===== src/rtl/cache_wb_pkg.sv =====
// rtl/cache_wb_pkg.sv - shared drain-state type and beat-count helper for the victim write-back buffer
package cache_wb_pkg;

  typedef enum logic {WB_IDLE, WB_XFER} wbstate_t;

  function automatic int beats(input int linelen, input int ahbw);
    return linelen / ahbw;
  endfunction

endpackage


===== src/rtl/line_beat_mux.sv =====
// rtl/line_beat_mux.sv - selects one bus-width slice of a cache line by beat index
module line_beat_mux
  import cache_wb_pkg::*;
#(
  parameter int LINELEN = 512,
  parameter int AHBW    = 64,
  localparam int BEATS  = beats(LINELEN, AHBW),
  localparam int BEAT_W = $clog2(BEATS)
) (
  input  logic [LINELEN-1:0] line_i,
  input  logic [BEAT_W-1:0]  beat_i,
  output logic [AHBW-1:0]    data_o
);

  logic [AHBW-1:0] slice [BEATS];

  for (genvar g = 0; g < BEATS; g++) begin : g_slice
    assign slice[g] = line_i[g*AHBW +: AHBW];
  end

  assign data_o = slice[beat_i];

endmodule


===== src/rtl/victim_wb_buffer.sv =====
// rtl/victim_wb_buffer.sv - dirty-victim FIFO that drains lines to the bus as ascending beat bursts
// and flags lookups that hit a line still awaiting write-back.
module victim_wb_buffer
  import cache_wb_pkg::*;
#(
  parameter int PA_BITS    = 56,
  parameter int LINELEN    = 512,
  parameter int AHBW       = 64,
  parameter int NUMENTRIES = 2
) (
  input  logic               clk,
  input  logic               reset,
  input  logic               EvictValid,
  output logic               EvictReady,
  input  logic [PA_BITS-1:0] EvictAdr,
  input  logic [LINELEN-1:0] EvictLine,
  output logic               BusWValid,
  input  logic               BusWReady,
  output logic [PA_BITS-1:0] BusWAdr,
  output logic [AHBW-1:0]    BusWData,
  output logic               BusWFirst,
  output logic               BusWLast,
  input  logic [PA_BITS-1:0] LookupAdr,
  output logic               LookupHit,
  output logic               Empty
);

  localparam int BEATS    = beats(LINELEN, AHBW);
  localparam int BEAT_W   = $clog2(BEATS);
  localparam int OFF_BITS = $clog2(LINELEN / 8);
  localparam int BYTE_SH  = $clog2(AHBW / 8);
  localparam int LA_BITS  = PA_BITS - OFF_BITS;
  localparam int PTR_W    = (NUMENTRIES > 1) ? $clog2(NUMENTRIES) : 1;
  localparam int CNT_W    = $clog2(NUMENTRIES + 1);

  localparam logic [PTR_W-1:0]  PTR_LAST  = PTR_W'(NUMENTRIES - 1);
  localparam logic [CNT_W-1:0]  CNT_FULL  = CNT_W'(NUMENTRIES);
  localparam logic [BEAT_W-1:0] BEAT_LAST = BEAT_W'(BEATS - 1);

  wbstate_t                  state_q, state_d;
  logic [PTR_W-1:0]          head_q, head_d;
  logic [PTR_W-1:0]          tail_q, tail_d;
  logic [CNT_W-1:0]          count_q, count_d;
  logic [BEAT_W-1:0]         beat_q, beat_d;
  logic [NUMENTRIES-1:0]     valid_q, valid_d;

  // Line storage is unreset; the valid bits alone say which slots mean anything.
  logic [LA_BITS-1:0]        adr_mem  [NUMENTRIES];
  logic [LINELEN-1:0]        line_mem [NUMENTRIES];

  logic push, beat_fire, pop;
  logic unused_offsets;

  function automatic logic [PTR_W-1:0] next_ptr(input logic [PTR_W-1:0] p);
    return (p == PTR_LAST) ? '0 : p + 1'b1;
  endfunction

  assign EvictReady = (count_q != CNT_FULL);
  assign BusWValid  = (state_q == WB_XFER);
  assign push       = EvictValid & EvictReady;
  assign beat_fire  = BusWValid & BusWReady;
  assign pop        = beat_fire & (beat_q == BEAT_LAST);

  always_comb begin
    state_d = state_q;
    head_d  = head_q;
    tail_d  = tail_q;
    count_d = count_q;
    beat_d  = beat_q;
    valid_d = valid_q;
    if (pop) begin
      valid_d[head_q] = 1'b0;
      head_d          = next_ptr(head_q);
    end
    if (push) begin
      valid_d[tail_q] = 1'b1;
      tail_d          = next_ptr(tail_q);
    end
    case ({push, pop})
      2'b10:   count_d = count_q + 1'b1;
      2'b01:   count_d = count_q - 1'b1;
      default: count_d = count_q;
    endcase
    // Decisions use count_d so a line pushed while idle, or alongside a final beat, starts next cycle.
    case (state_q)
      WB_IDLE: begin
        beat_d = '0;
        if (count_d != '0) state_d = WB_XFER;
      end
      WB_XFER: begin
        if (pop) begin
          beat_d = '0;
          if (count_d == '0) state_d = WB_IDLE;
        end else if (beat_fire) begin
          beat_d = beat_q + 1'b1;
        end
      end
      default: state_d = WB_IDLE;
    endcase
  end

  always_ff @(posedge clk or negedge reset) begin
    if (!reset) begin
      state_q <= WB_IDLE;
      head_q  <= '0;
      tail_q  <= '0;
      count_q <= '0;
      beat_q  <= '0;
      valid_q <= '0;
    end else begin
      state_q <= state_d;
      head_q  <= head_d;
      tail_q  <= tail_d;
      count_q <= count_d;
      beat_q  <= beat_d;
      valid_q <= valid_d;
    end
  end

  always_ff @(posedge clk) begin
    if (push) begin
      adr_mem[tail_q]  <= EvictAdr[PA_BITS-1:OFF_BITS];
      line_mem[tail_q] <= EvictLine;
    end
  end

  always_comb begin
    LookupHit = 1'b0;
    for (int i = 0; i < NUMENTRIES; i++) begin
      if (valid_q[i] && (adr_mem[i] == LookupAdr[PA_BITS-1:OFF_BITS])) LookupHit = 1'b1;
    end
  end

  // Lines are aligned, so beat offset concatenates rather than adds.
  assign BusWAdr   = {adr_mem[head_q], beat_q, {BYTE_SH{1'b0}}};
  assign BusWFirst = BusWValid & (beat_q == '0);
  assign BusWLast  = BusWValid & (beat_q == BEAT_LAST);
  assign Empty     = (count_q == '0) && (state_q == WB_IDLE);

  assign unused_offsets = ^{EvictAdr[OFF_BITS-1:0], LookupAdr[OFF_BITS-1:0]};

  line_beat_mux #(
    .LINELEN (LINELEN),
    .AHBW    (AHBW)
  ) u_beat_mux (
    .line_i (line_mem[head_q]),
    .beat_i (beat_q),
    .data_o (BusWData)
  );

endmodule

===== config.mk =====
export PLATFORM = sky130hd
export DESIGN_NAME = victim_wb_buffer
export DESIGN_NICKNAME = d
export VERILOG_FILES = /design/src/rtl/cache_wb_pkg.sv /design/src/rtl/line_beat_mux.sv /design/src/rtl/victim_wb_buffer.sv
export SDC_FILE = /design/constraint.sdc
export NUM_CORES = 1
export LEC_CHECK = 0
export BUFFER_PORTS_ARGS = -buffer_cell sky130_fd_sc_hd__buf_2
export CAP_MARGIN = 10
export CORE_MARGIN = 2
export CORE_UTILIZATION = 50
export DETAILED_ROUTE_END_ITERATION = 6
export PLACE_DENSITY_LB_ADDON = 0.3
export SLEW_MARGIN = 10
export SYNTH_ARGS = -nofsm -noshare
export SYNTH_HDL_FRONTEND = slang
export SYNTH_SLANG_ARGS = --single-unit
export TNS_END_PERCENT = 50

===== constraint.sdc =====
create_clock -name clk -period 23.9 [get_ports clk]
set_clock_uncertainty 0.2 [all_clocks]
set_input_delay 4.78 -clock clk [delete_from_list [all_inputs] [get_ports clk]]
set_output_delay 4.78 -clock clk [all_outputs]
set_load 0.05 [all_outputs]

# == Yosys cells after proc, flatten, opt, wreduce, memory -nomap -nowiden ==
# Memory sizes are Yosys's and may differ from the RTL's.
# Index checks and enable logic that the tools add are counted.
# totals
regBits,10
rom_bits,0
out_inout_bits,126
n_memories,2
mem_bits_rw,1124
latchBits,0
# memory_table
memory,words,width,read_ports,rd_clocked_by_memory_dff,wr,line_no,source
line_mem,2,512,1,0,1,victim_wb_buffer.sv:49,logic [LINELEN-1:0] line_mem [NUMENTRIES];
adr_mem,2,50,3,0,1,victim_wb_buffer.sv:48,logic [LA_BITS-1:0] adr_mem [NUMENTRIES];
# op_classes
reduce_logical,9
div_mod_pow,0
bitwise,10
mul,0
add_sub_neg,5
magnitude_cmp,5
shifts,0
muxes,23
eq_ne,7
# ops
cell,count
64-bit binary-select mux with 3-bit select,1
64-bit two-way mux,2
50-bit == test,2
1-bit two-way mux,11
3-bit two-way mux,2
3-bit one-hot mux with 2 select lines,1
1-bit bitwise AND,5
1-bit logical AND,5
"4-bit greater-or-equal comparator, second input constant",1
2-bit zero test,2
"1-bit by 2-bit less-than comparator with 1-bit output, second input constant",2
2-bit two-way mux,2
3-bit NOT with 4-bit output,1
2-bit one-hot mux with 2 select lines,1
"3-bit by 1-bit adder with 3-bit output, second input constant",1
"3-bit == test, second input constant",1
3-bit zero test,1
"3-bit by 1-bit != test with 1-bit output, second input constant",1
"1-bit adder, second input constant",2
"2-bit by 1-bit adder with 2-bit output, second input constant",1
2-bit bitwise AND,1
1-bit demux with 1-bit select,2
"2-bit by 1-bit == test with 1-bit output, second input constant",1
"2-bit == test, second input constant",1
8 further kinds,9

# == Depth between registers and ports, before layout ==
# depth
ltp_word,9
ltp_mapped,10
ltp_nobuf,10

# == By module ==
# From an unflattened synthesis, not the netlist that was laid out.
# hier_totals
hier_cells,2160
area_unflattened_um2,45827.7
# by_module_without_submodules
mod,area_each_um2,cells_per_inst,seq_area_each_um2,n_inst
victim_wb_buffer,41995.3,1933,34002.6,1
line_beat_mux,3832.4,227,0.0,1

# == Worst setup path before layout ==
# OpenSTA, ideal clock, no wires.
# synth_timing
kind,input to register
startpoint,input port EvictValid
endpoint,"memory adr_mem[0][0] in the netlist's numbering, enable pin"
setup_ns,1.504
t_arrival_ns,28.159
path_buffers,0
cell_stages,2
slack_ns,-5.964
path_cell_list,nand2_1 nor2_1
# synth_via
elab_chain_len,3
# synth_rtl
item,line_no,source
start: declaration,victim_wb_buffer.sv:13,"input logic EvictValid,"
1-bit bitwise AND,victim_wb_buffer.sv:60,assign push = EvictValid & EvictReady;
1-bit two-way mux,victim_wb_buffer.sv:121,if (push) begin
1-bit two-way mux (implied by the code),victim_wb_buffer.sv:122,adr_mem[tail_q] <= EvictAdr[PA_BITS-1:OFF_BITS];
end: declaration,victim_wb_buffer.sv:48,
# Every way passes these cells.

# == Worst setup path in the final report ==
# layout_timing
startpoint,input port LookupAdr[37]
endpoint,output port LookupHit
# layout_via
elab_chain_len,4
elab_cells_between_ends,6
classes_between,2 x eq/ne; 2 x mux; 2 x reduce/logical
# layout_rtl
item,line_no,source
start: declaration,victim_wb_buffer.sv:23,"input logic [PA_BITS-1:0] LookupAdr,"
50-bit == test,victim_wb_buffer.sv:130,if (valid_q[i] && (adr_mem[i] == LookupAdr[PA_BITS-1:OFF_BITS])) LookupHit = 1'b1;
1-bit logical AND,victim_wb_buffer.sv:130,
1-bit two-way mux,victim_wb_buffer.sv:130,
1-bit two-way mux *,victim_wb_buffer.sv:130,
end: declaration,victim_wb_buffer.sv:24,"output logic LookupHit,"
# Every way passes the cells marked *; elsewhere a longest branch is shown, timed or not.

==> metrics.txt <==
status complete, no violations; Synth Flop Type edfxtp_1; DRT Wirelength 100600 um; number of synthesized flops with an enable pin 1124; Mapped Cells 1781; Final Setup Violations 0; Synth area leader edfxtp_1; Max-slew headroom 0.1859; Startpoint Class input pin; CTS tree done; Fmax achieved 86.13 MHz; Avg WL per Cell 25.94 um; Die Wd 299.4 um; Critical Path End Type output pin; Hold Buf Count CTS 0; hold path startpoint valid_q[1]; Pleak 18.02 nW; area delta synth->final 19.85%; starting density of the core 0.5039; Tot Pwr 6.805 mW; global route overflow 0; CTS resizes 0; Antenna Nets Post-Route 0; cell area after layout 52310 sq um; Final Hold Viols 0; slack of the worst reg-to-reg path 18.95 ns; most frequent cell after synthesis edfxtp_1; Layout fillers 6136; sequential cell area fraction in the yosys report 0.7791; first-pass GRT wire length 147300 um; worst r2r src count_q[0]; slew at the pin with the worst max-slew slack 1.221 ns; Initial DRC Count 1924; crit-path max FO 3; Placed Cells 3619; worst vdd ir 0.09607 mV; Placeable Area 86620 sq um; row count 108; unrepaired setup endpoints after global routing no; Detail Placement HPWL 68260 um; dpl ws 12.32 ns; Synth cell types 39; Worst R2R End line_mem[0][272]; Worst Path Arrival 6.63 ns; vias 21650; largest net degree at the start of global routing 186; Tmin final 11.61 ns; vias per cell 5.584; I/O Pins 754; clk slew on worst S/H paths 0.06 ns; CTS Buffer Depth 3; initial antenna violation count 71; period utilization 0.4858; Register-to-Register Path Depth 6; post-layout util 0.6039; largest cells by area after synthesis edfxtp_1, mux4_2, xnor2_1; final worst slack 12.29 ns; post-CTS setup buffer count 0; top post-synthesis cells by count edfxtp_1, mux4_2, xnor2_1; I/O Buffers 738; die height 299.4 um; pwr dens 130.1 nW/um^2; top cell type's share of synthesized area 0.7734; syn_area_per_cell 24.51 sq um; ys async rst share 0.008818; Final Net Count 3210; Slew Viols, Final 0; Hold Path End valid_q[1]; Synth Warn # 0; Yosys reg bits 1134; Clock Latency Late Sink 0.69 ns; Hold Path Stages 1; Hold Path Class reg -> reg; share of layout cells above drive strength 1 0.4879; worst hold margin 0.3120 ns; vias in the first global route 23630; CTS Buf Count 112; Overall Global Routing Usage 0.2232; critical path type in -> out; H-tree Lvls 3; Remaining DRCs 0; Clock Sinks 1134; CP required 18.92 ns; CTS Root Cell clkbuf_16; Placed Area 48530 sq um; die area 89670 sq um; gpl congestion 0.8744; max cap viols 0; setup TNS 0 ns; Non-Filler Instances 3877; Netlist Area Pre-Place 43640 sq um; 1st-pass router iterations 5
-- state kept, by name (all words and copies together), names as in the netlist --
name       cells
line_mem    1024
adr_mem      100
beat_q         3
count_q        2
valid_q        2
BusWValid      1
head_q         1
tail_q         1
-- layout by cell type, fill, tap and decap left out, drive strengths merged, types with 2 or more instances in the layout --
cell	n
o22ai	5
nor4	6
nand2	14
xor2	12
and3	2
xnor2	78
clkinvlp	8
dfrtp	10
conb	3
mux2	44
buf	762
diode	47
or4	2
inv	24
and2	3
mux4	320
clkbuf	128
nand2b	4
nand3	2
o21ai	11
clkinv	57
nor2	3
nor3	3
bufinv	12
nand4	18
edfxtp	1124
ha	4
a22oi	4
-- metal layers --
| metal | wire length (um) | up-vias | track usage |
|---|---|---|---|
| met2 | 53430 | 840 | 0.3862 |
| li1 | - | 9325 | - |
| met5 | 316 | - | 0 |
| met3 | 8046 | 227 | 0.06603 |
| met4 | 3350 | 52 | 0.08679 |
| met1 | 35440 | 11210 | 0.2637 |
-- logic make-up after synthesis --
group	count (synthesis)	share of synthesized area
buffers and inverters	99	0.01284
multiplexers	364	0.1765
other	1	0.00008592
flip-flops	1134	0.7791
adder cells (fa/ha/maj)	4	0.001147
AND/OR/NAND/NOR	60	0.007626
AO/OA/AOI/OAI	29	0.004673
XOR/XNOR	90	0.01806
-- cell type report --
class | count | area (sq um) | share of cell area
flip-flops and latches | 1134 | 34010 | 0.6503
multi-input cells | 550 | 9101 | 0.1740
repair buffers | 762 | 3899 | 0.07453
clock buffers | 128 | 2863 | 0.05473
well taps | 1155 | 1445 | 0.02763
clock inverters | 83 | 795.8 | 0.01521
diodes | 47 | 117.6 | 0.002248
inverters | 18 | 72.57 | 0.001387
-- power by group --
group	switching, mW	internal, mW	total [mW]
logic	1.38	0.823	2.20
clock network	0.739	0.994	1.73
registers	0.147	2.73	2.87
-- worst max-delay path: stages --
cell and delay (ns):
buf_2 0.08, inv_1 0.07, o2bb2ai_1 0.12, or4_1 0.52, or4_1 0.50, o41ai_2 0.22, buf_2 0.33
-- worst max path at each step --
stage                    endpoint  cells after the start           from  slack (ns)
detailed placement      LookupHit                      7  LookupAdr[37]       12.32
CTS                     LookupHit                      7  LookupAdr[37]       12.28
global route            LookupHit                      7  LookupAdr[37]       12.18
finish                  LookupHit                      7  LookupAdr[37]       12.29
floorplan           adr_mem[0][0]                      2     EvictValid        3.60
global placement        LookupHit                      7  LookupAdr[37]       12.32
Note: power is estimated with default switching activity, not from simulation.
